$ cat config.mk
export PLATFORM = sky130hd
export DESIGN_NAME = chunk_vector_buffer
export DESIGN_NICKNAME = d
export VERILOG_FILES = /design/src/rtl/chunk_vector_buffer_pkg.sv /design/src/rtl/chunk_vector_buffer_vec_bank.sv /design/src/rtl/chunk_vector_buffer.sv
export SDC_FILE = /design/constraint.sdc
export NUM_CORES = 1
export LEC_CHECK = 0
export ABC_AREA = 1
export CAP_MARGIN = 20
export CORE_MARGIN = 8
export CORE_UTILIZATION = 36
export DETAILED_ROUTE_END_ITERATION = 8
export GPL_TIMING_DRIVEN = 0
export PLACE_DENSITY_LB_ADDON = 0.05
export SKIP_LAST_GASP = 1
export SLEW_MARGIN = 20
export SYNTH_ARGS = -nofsm -noshare
export SYNTH_HDL_FRONTEND = slang
export SYNTH_SLANG_ARGS = --single-unit
$ cat constraint.sdc
create_clock -name clk_in -period 5.4 [get_ports clk_in]
set_input_delay 1.08 -clock clk_in [delete_from_list [all_inputs] [get_ports clk_in]]
set_output_delay 1.08 -clock clk_in [all_outputs]
set_load 0.03 [all_outputs]
$ cat src/rtl/chunk_vector_buffer_pkg.sv
// Shared types and helpers for the ping-pong chunk vector buffer.
//   byte_t        : one signed data byte, passed through bit-exact
//   bank_state_t  : life cycle of one bank (EMPTY/FILLING/FULL/DRAINING)
//   chunk_len_ok  : elaboration-time check that a chunk width tiles a vector
package chunk_vector_buffer_pkg;

  typedef logic signed [7:0] byte_t;

  // A bank goes EMPTY -> FILLING -> FULL -> DRAINING -> EMPTY.
  // FILLING is skipped when one write covers the whole vector, and
  // DRAINING is skipped when one pop covers the whole vector.
  typedef enum logic [1:0] {
    EMPTY    = 2'd0,
    FILLING  = 2'd1,
    FULL     = 2'd2,
    DRAINING = 2'd3
  } bank_state_t;

  // True when a chunk of chunk_len bytes divides a vector of vec_len bytes.
  function automatic bit chunk_len_ok(input int vec_len, input int chunk_len);
    return (chunk_len > 0) && (chunk_len <= vec_len) && ((vec_len % chunk_len) == 0);
  endfunction

endpackage

$ cat src/rtl/chunk_vector_buffer_vec_bank.sv
// One vector bank: InVecLength bytes of storage, written one WrRegs-byte
// slice per enabled edge and read combinationally one RdRegs-byte slice
// at a time. Storage is deliberately not reset; validity is tracked by
// the owner through its bank_full flags.
//   clk     : clock
//   wr_en   : write the slice at wr_idx this edge
//   wr_idx  : byte offset of the written slice (multiple of WrRegs)
//   wr_data : slice to write, byte 0 in the low bits
//   rd_idx  : byte offset of the read slice (multiple of RdRegs)
//   rd_data : slice at rd_idx
module vec_bank
  import chunk_vector_buffer_pkg::*;
#(
  parameter int InVecLength = 16,
  parameter int WrRegs      = 4,
  parameter int RdRegs      = 4,
  parameter int AddrW       = $clog2(InVecLength)
) (
  input  logic                     clk,
  input  logic                     wr_en,
  input  logic [AddrW-1:0]         wr_idx,
  input  logic signed [WrRegs-1:0][7:0] wr_data,
  input  logic [AddrW-1:0]         rd_idx,
  output logic signed [RdRegs-1:0][7:0] rd_data
);

  byte_t [InVecLength-1:0] mem;

  always_ff @(posedge clk) begin
    if (wr_en) mem[wr_idx +: WrRegs] <= wr_data;
  end

  assign rd_data = mem[rd_idx +: RdRegs];

endmodule

$ cat src/rtl/chunk_vector_buffer.sv
// Ping-pong vector buffer between two streaming layers. The upstream
// layer writes WrRegs-byte chunks into one bank while the downstream
// layer pops RdRegs-byte chunks out of the other, so vector k+1 can be
// assembled while vector k is still being consumed.
//   clk_in, rst_in : clock, asynchronous active-high reset
//   wr_chunk_valid : upstream chunk strobe
//   wr_data        : upstream chunk, byte 0 in the low bits
//   wr_vector_done : upstream end-of-vector marker (checked, not used for control)
//   rd_req_chunk   : downstream pop request
//   rd_data        : current read chunk (0 when nothing readable)
//   rd_data_ready  : a complete vector is readable
//   wr_full        : both banks hold unread vectors; upstream must stall
//   overflow_err   : sticky, a write arrived while its bank was full
//   underflow_err  : sticky, a pop arrived with nothing readable
//   framing_err    : sticky, wr_vector_done disagreed with vector completion
module chunk_vector_buffer
  import chunk_vector_buffer_pkg::*;
#(
  parameter int InVecLength = 16,
  parameter int WrRegs      = 4,
  parameter int RdRegs      = 4
) (
  input  logic                          clk_in,
  input  logic                          rst_in,
  input  logic                          wr_chunk_valid,
  input  logic signed [WrRegs-1:0][7:0] wr_data,
  input  logic                          wr_vector_done,
  input  logic                          rd_req_chunk,
  output logic signed [RdRegs-1:0][7:0] rd_data,
  output logic                          rd_data_ready,
  output logic                          wr_full,
  output logic                          overflow_err,
  output logic                          underflow_err,
  output logic                          framing_err
);

  localparam int AddrW = $clog2(InVecLength);
  localparam int IdxW  = AddrW + 1;

  localparam logic [IdxW-1:0] WrStep = IdxW'(WrRegs);
  localparam logic [IdxW-1:0] RdStep = IdxW'(RdRegs);
  // Offset of the slice that completes / drains a vector.
  localparam logic [IdxW-1:0] WrLast = IdxW'(InVecLength - WrRegs);
  localparam logic [IdxW-1:0] RdLast = IdxW'(InVecLength - RdRegs);

  if (!chunk_len_ok(InVecLength, WrRegs)) begin : g_bad_wr_regs
    $error("WrRegs must divide InVecLength");
  end
  if (!chunk_len_ok(InVecLength, RdRegs)) begin : g_bad_rd_regs
    $error("RdRegs must divide InVecLength");
  end

  logic [1:0]      bank_full, bank_full_nxt;
  logic            wr_bank, rd_bank;
  logic [IdxW-1:0] wr_idx, rd_idx;

  logic wr_accept, wr_last, rd_pop, rd_last;

  logic signed [RdRegs-1:0][7:0] bank_rd [2];

  // Writes are gated purely on the registered full flag of the target
  // bank, so a release on the same edge never lets a write through.
  assign wr_accept = wr_chunk_valid & ~bank_full[wr_bank];
  assign wr_last   = (wr_idx == WrLast);
  assign rd_pop    = rd_req_chunk & rd_data_ready;
  assign rd_last   = (rd_idx == RdLast);

  assign rd_data_ready = bank_full[rd_bank];
  assign wr_full       = bank_full[0] & bank_full[1];
  assign rd_data       = rd_data_ready ? bank_rd[rd_bank] : '0;

  // A write can only target a non-full bank and a pop only a full one, so
  // set and clear never hit the same bank on one edge.
  always_comb begin
    bank_full_nxt = bank_full;
    if (wr_accept && wr_last) bank_full_nxt[wr_bank] = 1'b1;
    if (rd_pop && rd_last)    bank_full_nxt[rd_bank] = 1'b0;
  end

  always_ff @(posedge clk_in or posedge rst_in) begin
    if (rst_in) begin
      bank_full     <= '0;
      wr_bank       <= 1'b0;
      rd_bank       <= 1'b0;
      wr_idx        <= '0;
      rd_idx        <= '0;
      overflow_err  <= 1'b0;
      underflow_err <= 1'b0;
      framing_err   <= 1'b0;
    end else begin
      bank_full <= bank_full_nxt;

      if (wr_accept) begin
        if (wr_last) begin
          wr_idx  <= '0;
          wr_bank <= ~wr_bank;
        end else begin
          wr_idx  <= wr_idx + WrStep;
        end
        // The upstream marker is only advisory; the write proceeds anyway.
        if (wr_vector_done != wr_last) framing_err <= 1'b1;
      end
      if (wr_chunk_valid && bank_full[wr_bank]) overflow_err <= 1'b1;

      if (rd_pop) begin
        if (rd_last) begin
          rd_idx  <= '0;
          rd_bank <= ~rd_bank;
        end else begin
          rd_idx  <= rd_idx + RdStep;
        end
      end
      if (rd_req_chunk && !rd_data_ready) underflow_err <= 1'b1;
    end
  end

  for (genvar b = 0; b < 2; b++) begin : g_bank
    vec_bank #(
      .InVecLength(InVecLength),
      .WrRegs     (WrRegs),
      .RdRegs     (RdRegs),
      .AddrW      (AddrW)
    ) u_bank (
      .clk    (clk_in),
      .wr_en  (wr_accept && (wr_bank == 1'(b))),
      .wr_idx (wr_idx[AddrW-1:0]),
      .wr_data(wr_data),
      .rd_idx (rd_idx[AddrW-1:0]),
      .rd_data(bank_rd[b])
    );
  end

endmodule
== Word-level counts from Yosys, hierarchy flattened ==
Cells that the tools add are included.

* Output and inout port bits: 37
* Bits of input ports: 37
* Word-level logic and storage cells: 116
* Flip-flop bits (word level): 273

* Add/subtract/negate cells: 3
* Bitwise operators: 10
* Eq/ne operators: 3
* $lt $le $gt $ge: 5
* Reductions and logical operators: 12
* Muxes and demuxes: 18
* Shift-type cells: 25

{| class="wikitable"
|+ Operators with widths
! cell !! number
|-
| $bwmux 128 || 2
|-
| $shiftx 16x5->4 || 16
|-
| $mux 32 || 4
|-
| $shiftx 4x6->16 || 8
|-
| $shift 4x6->16 const A || 1
|-
| $add 5x3->5 const B || 2
|-
| $eq 5x4->1 const B || 2
|-
| $mux 5 || 2
|-
| $logic_and 1x1->1 || 8
|-
| $mux 1 || 6
|-
| $neg 4->6 || 1
|-
| $reduce_and 2->1 || 3
|-
| $lt 1x2->1 const B || 2
|-
| $mux 2 || 2
|-
| $and 1x1->1 || 3
|-
| $not 1->1 || 3
|-
| $and 2x2->2 || 1
|-
| $demux 1 s1 || 2
|-
| $ge 1x1->1 const B || 2
|-
| $ge 2x2->1 const B || 1
|-
| $not 1->2 || 1
|-
| $not 2->2 || 1
|-
| $or 2x2->2 || 1
|-
| $logic_not 1->1 || 1
|-
| $ne 1x1->1 || 1
|}

== Depth between registers and ports, before layout ==
Gate-level depths: netlist (run 1).

* Word-level depth: 8
* Gate-level depth with buffers: 8
* Depth with buffers taken out: 7

== Hierarchy ==
Synthesis (run 1) repeated with hierarchy kept, for this count alone.

* Cell total of the unflattened synthesis: 3303
* Area, all modules: 21627.0 um2

{| class="wikitable"
|+ By module, submodules not included
! module !! cells an instance !! area each (um2) !! sequential area each (um2) !! instances
|-
| vec_bank at g_bank[1].u_bank || 1559 || 10171.0 || 3843.7 || 1
|-
| vec_bank at g_bank[0].u_bank || 1489 || 10059.6 || 3843.7 || 1
|-
| chunk_vector_buffer || 255 || 1396.3 || 325.3 || 1
|}

== Least setup slack after synthesis (run 1) ==
Ideal clock, no wire load.

* Kind: input port to flip-flop
* Start point: input wr_chunk_valid
* End point: register g_bank[0].u_bank.mem[100] (netlist name), enable pin
* Setup slack: 2.434 ns
* Library setup time: 0.421 ns
* Path buffers: 0
* Data required time: 4.979 ns
* Arrival time: 2.545 ns
* Stages on the path: 2
* Cell sequence: nand2_1 nor2_1

* Longest elaborated chain between the ends: 2

{| class="wikitable"
|+ RTL lines
! what !! line !! text
|-
| from (decl) || chunk_vector_buffer.sv:25 || <nowiki>input logic wr_chunk_valid,</nowiki>
|-
| $and 1x1->1 || chunk_vector_buffer.sv:63 || <nowiki>assign wr_accept = wr_chunk_valid & ~bank_full[wr_bank];</nowiki>
|-
| $logic_and 1x1->1 || chunk_vector_buffer.sv:125 || <nowiki>.wr_en (wr_accept && (wr_bank == 1'(b))),</nowiki>
|-
| to (signal, indexed assignment) || chunk_vector_buffer_vec_bank.sv:30 || <nowiki>if (wr_en) mem[wr_idx +: WrRegs] <= wr_data;</nowiki>
|-
| to (decl) || chunk_vector_buffer_vec_bank.sv:27 || <nowiki>byte_t [InVecLength-1:0] mem;</nowiki>
|}

No other way between the ends.
A chain may end at the register's enable or synchronous reset.

==> results of run 1 <==
[final timing paths]
kind                                           startpoint                                  to  slack [ps]  cells past startpoint
min in group asynchronous                          rst_in             framing_err$_DFFE_PP0P_         920                      2
max in group asynchronous                          rst_in           underflow_err$_DFFE_PP0P_        4130                      2
worst min register to register  underflow_err$_DFFE_PP0P_           underflow_err$_DFFE_PP0P_         470                      1
worst min-delay path            underflow_err$_DFFE_PP0P_           underflow_err$_DFFE_PP0P_         470                      1
worst max register to register      wr_idx[2]$_DFFE_PP0N_  g_bank[0].u_bank.mem[37]$_DFFE_PP_        2290                      8
worst max-delay path                rd_idx[3]$_DFFE_PP0N_                         rd_data[23]        1150                      8
[Yosys cell counts, drive strengths merged]
cell type / n / share of area (%)
a21oi: 3 / 0.12
a31o: 1 / 0.068
a31oi: 2 / 0.097
buf: 61 / 2.3
clkbuf: 17 / 0.49
dfrtp: 13 / 2.5
edfxtp: 256 / 60
ha: 10 / 0.97
inv: 308 / 9.0
nand2: 345 / 10
nand3: 194 / 7.5
nor2: 151 / 4.4
nor3: 52 / 2.0
nor3b: 6 / 0.35
o21ai: 5 / 0.19
o21bai: 4 / 0.23
xnor2: 1 / 0.068
xor2: 1 / 0.068
[worst register-to-register path: stages (launching register included)]
cell,delay [ps]
dfrtp_1,400
buf_2,300
inv_1,190
ha_1,370
inv_1,130
nor2_1,70
inv_1,210
clkbuf_1,890
nor2_1,220
[power by group through the flow]
stage	registers [mW]	clock network, mW	logic, mW
after global placement	2.69	0	4.42
after CTS	2.63	2.26	4.58
after detailed placement	2.67	0	4.56
after global routing	2.65	2.31	4.87
after floorplan	2.66	0	2.43
final	2.63	2.21	4.57
[registers in the layout (all words and copies together) (netlist names)]
signal             flops
g_bank.u_bank.mem    256
rd_idx                 3
wr_idx                 3
bank_full              2
framing_err            1
overflow_err           1
rd_bank                1
underflow_err          1
wr_bank                1
[layout by cell type (no fill, tap or decap)]
cell type        Yosys  layout
nor2_1             151     143
dfrtp_1             13      13
nor2_4               0       8
nor3b_1              6       6
a31o_2               1       1
a31oi_1              2       2
edfxtp_1           256     256
xnor2_1              1       1
clkinv_2             0       5
nand3_1            194     194
buf_8                0       2
o21bai_1             4       4
xor2_1               1       1
inv_2                1       1
a21oi_1              3       3
buf_2               49      50
clkbuf_1            17      24
clkdlybuf4s50_1      0      73
clkinv_1             0      10
bufinv_16            0       2
buf_1               11      10
nand2_1            345     345
inv_6                0       1
buf_4                1       1
clkbuf_16            0      37
buf_12               0       2
nor3_1              52      52
inv_1              307     307
ha_1                10      10
o21ai_0              5       5
buf_16               0      10
[cell families after synthesis]
kind of cell	after synthesis	share of synthesized area, %
flops	269	62.1
xor+xnor	2	0.136
compound gates	15	0.708
simple gates	748	24.3
fa+ha+maj	10	0.970
buf+inv	386	11.7
[stage by stage]
stage | setup WS, ps | cells | cell area (um2)
global route | 1060 | 2040 | 15700
detailed placement | 1670 | 1978 | 14600
finish | 1150 | 2040 | 15700
global placement | -208 | 1964 | 14200
CTS | 1130 | 2040 | 15700
floorplan | 2430 | 1430 | 12900
[final cells by class]
class                   instances  area share (%)
flip-flops and latches        269            51.0
multi-input cells             775            21.9
inverters                     308            7.37
repair buffers                 87            6.86
clock buffers                  44            6.07
well taps                     461            3.67
plain buffers                  78            2.29
clock inverters                18           0.837
[routing by layer]
| metal | vias to the layer above | wire length, um | global-route usage, % |
|---|---|---|---|
| li1 | 4747 | - | - |
| met1 | 4835 | 20100 | 28.8 |
| met2 | 342 | 21200 | 35.3 |
| met3 | 90 | 3010 | 3.79 |
| met4 | 0 | 1350 | 7.07 |
| met5 | - | 0 | 0 |
==> results.sh, run 1 <==
export IMPL_status="finished, final reports clean"
export IMPL_drive_above_1_share_pct=7.60
export IMPL_cts_max_level=2
export IMPL_hold_buffers=0
export IMPL_syn2layout_area_growth_pct=21.7
export IMPL_ios=74
export IMPL_clock_latency_ps=500
export IMPL_start_util_pct=36.4
export IMPL_synth_seq_cells=269
export IMPL_finalCriticalPeriod_ps=4250
export IMPL_slew_headroom_pct=22.0
export IMPL_tritoncts="built"
export IMPL_pwr_share_comb_pct=48.5
export IMPL_rows=69
export IMPL_drc=0
export IMPL_power_density_nw_per_um2=600
export IMPL_startpoint_type="flip-flop"
export IMPL_avgSynthCellArea_um2=9.02
export IMPL_p_total_mw=9.41
export IMPL_clockBufferDepth=3
export IMPL_syn_nets=1477
export IMPL_clkSinkCount=269
export IMPL_place_congestion=0.786
export IMPL_fin_tns_setup_ps=0
export IMPL_cpPeakStageDelay_ps=740
export IMPL_num_vias=10014
export IMPL_path_max_fanout=10
export IMPL_cts_root_buf="clkbuf_16"
export IMPL_setup_viol=0
export IMPL_port_buffers=73
export IMPL_core_area_um2=35400
export IMPL_worst_setup_path_end_kind="output pin"
export IMPL_grt_usage_pct=21.6
export IMPL_mappedNetlistArea_um2=12900
export IMPL_fin_worst_skew_ps=8.91
export IMPL_seqPwrFrac_pct=28.0
export IMPL_die_area_um2=42100
export IMPL_die_w_um=205
export IMPL_required_ps=4320
export IMPL_drt_first_pass_iters=4
export IMPL_cts_made_buffers=34
export IMPL_regArea_um2=8010
export IMPL_netlist_instances=1430
export IMPL_max_freq_ghz=0.235
export IMPL_grt_antenna_before_repair=0
export IMPL_nFillCells=3593
export IMPL_period_share_pct=78.7
export IMPL_ctsResizeCount=0
export IMPL_switching_share_pct=45.8
export IMPL_overflow=0
export IMPL_yosysWarnings=0
export IMPL_hpwl_um=30700
export IMPL_layout_nets=1600
export IMPL_ys_types=21
export IMPL_hold_viol=0
export IMPL_max_cap_viol_count=0
export IMPL_first_global_vias=10106
export IMPL_power_share_clock_pct=23.5
export IMPL_crit_type="flip-flop to output pin"
export IMPL_worst_path_most_repeated_cell="nand3_1"
export IMPL_hold_class="flip-flop to flip-flop"
export IMPL_p_switching_mw=4.31
export IMPL_clk_pin_slew_ps=60
export IMPL_whs_ps=472
export IMPL_chipHeight_um=205
export IMPL_worstMarginPinSlew_ps=1170
export IMPL_power_leakage_nw=6.95
export IMPL_internal_power_mw=5.10
export IMPL_num_antenna_cells=0
export IMPL_drtAntennaViolNets=0
export IMPL_post_cts_setup_buffer_count=0
export IMPL_avgViaCountPerCell=4.91
export IMPL_wl_per_cell_um=22.4
export IMPL_cp_arrival_ps=3170
export IMPL_ir_drop_uv=420
export IMPL_drt_iter0_markers=852
export IMPL_path_buf_inv=4
export IMPL_critPathTopFamily="buffers and inverters"
export IMPL_final_util_pct=44.3
export IMPL_maxSlewViolCount=0
export IMPL_seq_area_frac_synth_pct=62.1
export IMPL_grt_max_degree=19
export IMPL_drt_wl_total_um=45600
export IMPL_rsz0062_at_grt="no"
export IMPL_grt_pass1_wl_um=65000
export IMPL_cp_cell_sequence="inv_1 > buf_4 > clkbuf_1 > nand3_1 > nand3_1 > nand2_1 > nor2_1 > clkdlybuf4s50_1"
export IMPL_multi_input_area_um2=3430
export IMPL_cp_slowest_cell="clkdlybuf4s50_1"
Power figures use the tool's default switching activity.
==> run 2: changes to the inputs <==
clock period = 3.76 ns   (was 5.4 ns; I/O delays follow)
==> run 2 against run 1 <==
Against the previous run:
- die area unchanged
- global-route usage unchanged
- via count up 0.20%
- non-clock buffer count unchanged
- combinational power up 44%
- first-iteration DRC count unchanged
- clock skew up 0.81 ps
- critical endpoint unchanged
- largest cell class unchanged
==> results.sh, run 2 (synthesized netlist as in run 1, its figures left out) <==
export IMPL_status="finished, final reports clean"
export IMPL_layout_nets=1600
export IMPL_cts_root_buf="clkbuf_16"
export IMPL_drt_iter0_markers=852
export IMPL_overflow=0
export IMPL_cts_max_level=2
export IMPL_syn2layout_area_growth_pct=21.8
export IMPL_drc=0
export IMPL_drtAntennaViolNets=0
export IMPL_cp_slowest_cell="clkdlybuf4s50_1"
export IMPL_finalCriticalPeriod_ps=3640
export IMPL_drive_above_1_share_pct=8.04
export IMPL_clock_latency_ps=500
export IMPL_cts_made_buffers=34
export IMPL_drt_wl_total_um=45600
export IMPL_largest_reg_flops=256
export IMPL_crit_type="flip-flop to output pin"
export IMPL_period_share_pct=96.8
export IMPL_avgViaCountPerCell=4.92
export IMPL_start_util_pct=36.4
export IMPL_whs_ps=472
export IMPL_core_area_um2=35400
export IMPL_path_max_fanout=10
export IMPL_slew_headroom_pct=21.0
export IMPL_clk_pin_slew_ps=60
export IMPL_ir_drop_uv=485
export IMPL_clkSinkCount=269
export IMPL_die_area_um2=42100
export IMPL_drt_first_pass_iters=5
export IMPL_place_congestion=0.786
export IMPL_dpl_cell_area_um2=14600
export IMPL_die_w_um=205
export IMPL_rows=69
export IMPL_wl_per_cell_um=22.4
export IMPL_worstMarginPinSlew_ps=1180
export IMPL_hpwl_um=30700
export IMPL_required_ps=3010
export IMPL_grt_antenna_before_repair=0
export IMPL_fin_worst_skew_ps=9.71
export IMPL_critPathTopFamily="buffers and inverters"
export IMPL_num_antenna_cells=0
export IMPL_final_common_cell="nand2_1"
export IMPL_rsz0062_at_grt="no"
export IMPL_power_leakage_nw=6.96
export IMPL_max_cap_viol_count=0
export IMPL_p_total_mw=13.5
export IMPL_num_vias=10034
export IMPL_setup_viol=0
export IMPL_final_area_um2=15700
export IMPL_regMostFlops="g_bank.u_bank.mem"
export IMPL_path_buf_inv=4
export IMPL_final_cell_mix="nand2_1 (344), inv_1 (307), edfxtp_1 (256), nand3_1 (194), nor2_1 (143)"
export IMPL_startpoint_type="flip-flop"
export IMPL_hold_viol=0
export IMPL_cp_arrival_ps=2890
export IMPL_grt_pass1_wl_um=65000
export IMPL_clockBufferDepth=3
export IMPL_max_freq_ghz=0.275
export IMPL_hold_class="flip-flop to flip-flop"
export IMPL_ios=74
export IMPL_grt_max_degree=19
export IMPL_reg_largest_list="g_bank.u_bank.mem (256), rd_idx (3), wr_idx (3)"
export IMPL_tritoncts="built"
export IMPL_grt_usage_pct=21.6
export IMPL_first_global_vias=10106
export IMPL_power_density_nw_per_um2=862
export IMPL_cpPeakStageDelay_ps=740
export IMPL_worst_path_most_repeated_cell="nand3_1"
export IMPL_chipHeight_um=205
export IMPL_cp_cell_sequence="inv_1 > buf_4 > clkbuf_2 > nand3_1 > nand3_1 > nand2_1 > nor2_1 > clkdlybuf4s50_1"
export IMPL_post_cts_setup_buffer_count=0
export IMPL_worst_setup_path_end_kind="output pin"
export IMPL_maxSlewViolCount=0
export IMPL_port_buffers=73
## run 2: where the power goes
| group | switching [mW] | internal, mW |
|---|---|---|
| Sequential | 0.0964 | 3.68 |
| Clock | 1.27 | 1.92 |
| Combinational | 4.84 | 1.73 |
## run 2: final timing paths
| kind | start | to | slack, ps | cells past startpoint |
|---|---|---|---|---|
| worst min register to register | underflow_err$_DFFE_PP0P_ | underflow_err$_DFFE_PP0P_ | 470 | 1 |
| worst max-delay path | rd_idx[3]$_DFFE_PP0N_ | rd_data[23] | 120 | 8 |
| min in group asynchronous | rst_in | framing_err$_DFFE_PP0P_ | 590 | 2 |
| worst max register to register | wr_idx[2]$_DFFE_PP0N_ | g_bank[0].u_bank.mem[37]$_DFFE_PP_ | 660 | 8 |
| worst min-delay path | underflow_err$_DFFE_PP0P_ | underflow_err$_DFFE_PP0P_ | 470 | 1 |
| max in group asynchronous | rst_in | underflow_err$_DFFE_PP0P_ | 2810 | 2 |
## run 2: routing by layer
layer | vias up | part of all wire, % | wire length, um | GRT usage [%]
met5 | - | 0 | 0 | 0
met2 | 340 | 46 | 21200 | 35.3
met4 | 0 | 2.9 | 1310 | 7.07
met3 | 86 | 7.0 | 3170 | 3.79
met1 | 4863 | 44 | 19900 | 28.8
li1 | 4745 | - | - | -
## run 2: what timing repair did
item | in CTS | in global routing
setup endpoints to repair | 14 | 5
resized for setup | 5 | 3
hold buffers | 0 | 0
gates cloned | 0 | 0
## run 2: final cells by class
cell class | instances | area (um2)
inverter | 308 | 1160
tap | 461 | 577
sequential | 269 | 8010
buffer | 78 | 367
multi-input combinational | 775 | 3430
clock buffer | 44 | 952
timing repair buffer | 87 | 1080
clock inverter | 18 | 131
fill | 3591 | 19700
## run 2: metrics by stage
step	instances	setup slack [ps]	utilization, %	setup TNS, ps
global placement	1964	-1520	40.1	-276170
finish	2040	122	44.4	0
CTS	2040	-1.67	44.4	-1.67
floorplan	1430	1090	-	0
global route	2040	41.3	44.4	0
detailed placement	1978	360	41.3	0
==> run 3: changes to the inputs <==
CORE_UTILIZATION = 35   (was 36)
CTS_CLUSTER_DIAMETER = 30   (was not set)
==> run 3 against run 2 <==
Against the previous run:
- critical path depth fell by 2
- sequential power barely moved
- non-clock buffer count fell by 1
- total power rose by 17%
- clock skew rose by 3.3 ps
- worst hold slack got worse by 5.1 ps
- cell count rose by 3.5%
- routed wire length rose by 1.7%
- core utilization rose by 1.8 points
- count of clock-buffer cells in the layout rose by 39
==> results.sh, run 3 (synthesized netlist as in run 1, its figures left out) <==
export IMPL_finalCriticalPeriod_ps=3630
export IMPL_maxSlewViolCount=0
export IMPL_overflow=0
export IMPL_drc=0
export IMPL_worstMarginPinSlew_ps=1200
export IMPL_hold_buffers=0
export IMPL_path_max_fanout=10
export IMPL_crit_type="flip-flop to output pin"
export IMPL_clk_pin_slew_ps=40
export IMPL_rows=70
export IMPL_chipHeight_um=208
export IMPL_tritoncts="built"
export IMPL_cp_arrival_ps=2880
export IMPL_cp_cell_sequence="buf_2 > buf_1 > nand3_1 > nand2_1 > nor2_1 > clkdlybuf4s50_1"
export IMPL_cts_root_buf="clkbuf_16"
export IMPL_syn2layout_area_growth_pct=30.4
export IMPL_cts_made_buffers=72
export IMPL_clkSinkCount=269
export IMPL_hold_viol=0
export IMPL_grt_antenna_before_repair=0
export IMPL_max_freq_ghz=0.275
export IMPL_drive_above_1_share_pct=11.0
export IMPL_fin_worst_skew_ps=13.0
export IMPL_max_cap_viol_count=0
export IMPL_cpPeakStageDelay_ps=670
export IMPL_power_leakage_nw=7.55
export IMPL_first_global_vias=10268
export IMPL_drt_wl_total_um=46400
export IMPL_place_congestion=0.811
export IMPL_layout_nets=1637
export IMPL_power_density_nw_per_um2=941
export IMPL_hold_class="flip-flop to flip-flop"
export IMPL_nFillCells=3557
export IMPL_setup_viol=0
export IMPL_final_util_pct=46.2
export IMPL_period_share_pct=96.7
export IMPL_cts_max_level=3
export IMPL_slew_headroom_pct=20.2
export IMPL_ios=74
export IMPL_rsz0062_at_grt="no"
export IMPL_final_common_cell="nand2_1"
export IMPL_status="finished, final reports clean"
export IMPL_path_buf_inv=3
export IMPL_port_buffers=73
export IMPL_avgViaCountPerCell=4.84
export IMPL_dp_slack_ps=315
export IMPL_critPathTopFamily="buffers and inverters"
export IMPL_core_area_um2=36400
export IMPL_startpoint_type="flip-flop"
export IMPL_grt_pass1_wl_um=67400
export IMPL_num_antenna_cells=0
export IMPL_grt_max_degree=21
export IMPL_fin_tns_setup_ps=0
export IMPL_required_ps=3010
export IMPL_clock_latency_ps=570
export IMPL_die_area_um2=43300
export IMPL_worst_setup_path_end_kind="output pin"
export IMPL_final_cell_mix="nand2_1 (344), inv_1 (307), edfxtp_1 (256), nand3_1 (194), nor2_1 (143)"
export IMPL_ir_drop_uv=436
export IMPL_clockBufferDepth=3
export IMPL_drt_iter0_markers=768
export IMPL_drtAntennaViolNets=0
export IMPL_worst_slack_ps=125
export IMPL_largest_reg_flops=256
export IMPL_reg_largest_list="g_bank.u_bank.mem (256), rd_idx (3), wr_idx (3)"
export IMPL_grt_usage_pct=21.5
export IMPL_num_vias=10207
export IMPL_regMostFlops="g_bank.u_bank.mem"
export IMPL_drt_first_pass_iters=5
export IMPL_hpwl_um=30800
export IMPL_cp_slowest_cell="buf_1"
export IMPL_die_w_um=208
export IMPL_start_util_pct=35.4
export IMPL_wl_per_cell_um=22.0
[run 3: worst paths after layout]
| path | start | end | slack, ps | cells after the start |
|---|---|---|---|---|
| max | rd_bank$_DFFE_PP0P_ | rd_data[21] | 130 | 6 |
| min | underflow_err$_DFFE_PP0P_ | underflow_err$_DFFE_PP0P_ | 470 | 1 |
| max reg2reg | wr_idx[2]$_DFFE_PP0N_ | g_bank[0].u_bank.mem[42]$_DFFE_PP_ | 720 | 8 |
| min reg2reg | underflow_err$_DFFE_PP0P_ | underflow_err$_DFFE_PP0P_ | 470 | 1 |
| max in group asynchronous | rst_in | rd_idx[3]$_DFFE_PP0N_ | 2860 | 2 |
| min in group asynchronous | rst_in | framing_err$_DFFE_PP0P_ | 540 | 2 |
[run 3: cell type report]
class,count,area [um2],share of cell area (%)
inverters,308,1160,6.87
flip-flops and latches,269,8010,47.6
clock inverters,44,324,1.93
clock buffers,83,1860,11.1
multi-input cells,775,3430,20.4
repair buffers,86,1070,6.35
well taps,468,586,3.48
plain buffers,78,372,2.21
[run 3: metrics by stage]
stage | power, mW | area [um2] | std cells | hold slack, ps
after floorplan | 7.31 | 12900 | 1430 | 503
after global placement | 10.2 | 14200 | 1971 | 463
after detailed placement | 10.4 | 14600 | 1984 | 458
after CTS | 15.9 | 16800 | 2111 | 471
after global routing | 16.6 | 16800 | 2111 | 486
final | 15.8 | 16800 | 2111 | 467
[run 3: metal layers]
| layer | track usage [%] | wire, um | vias to the layer above |
|---|---|---|---|
| met5 | 0 | 0 | - |
| met4 | 6.63 | 1100 | 0 |
| met3 | 4.37 | 2800 | 81 |
| met2 | 35.7 | 21900 | 360 |
| met1 | 27.9 | 20600 | 4914 |
| li1 | - | - | 4852 |
[run 3: what timing repair did]
action	in CTS	in global routing
pin swaps	0	0
buffers inserted	0	0
gates resized for setup	8	5
setup endpoints to repair	29	5
[run 3: power breakdown]
group          total, mW  leakage [nW]  internal, mW  switching, mW
Clock               5.49          1.07          3.70           1.79
Sequential          3.79          2.51          3.70         0.0962
Combinational       6.54          3.96          1.71           4.83
Total               15.8          7.55          9.11           6.71
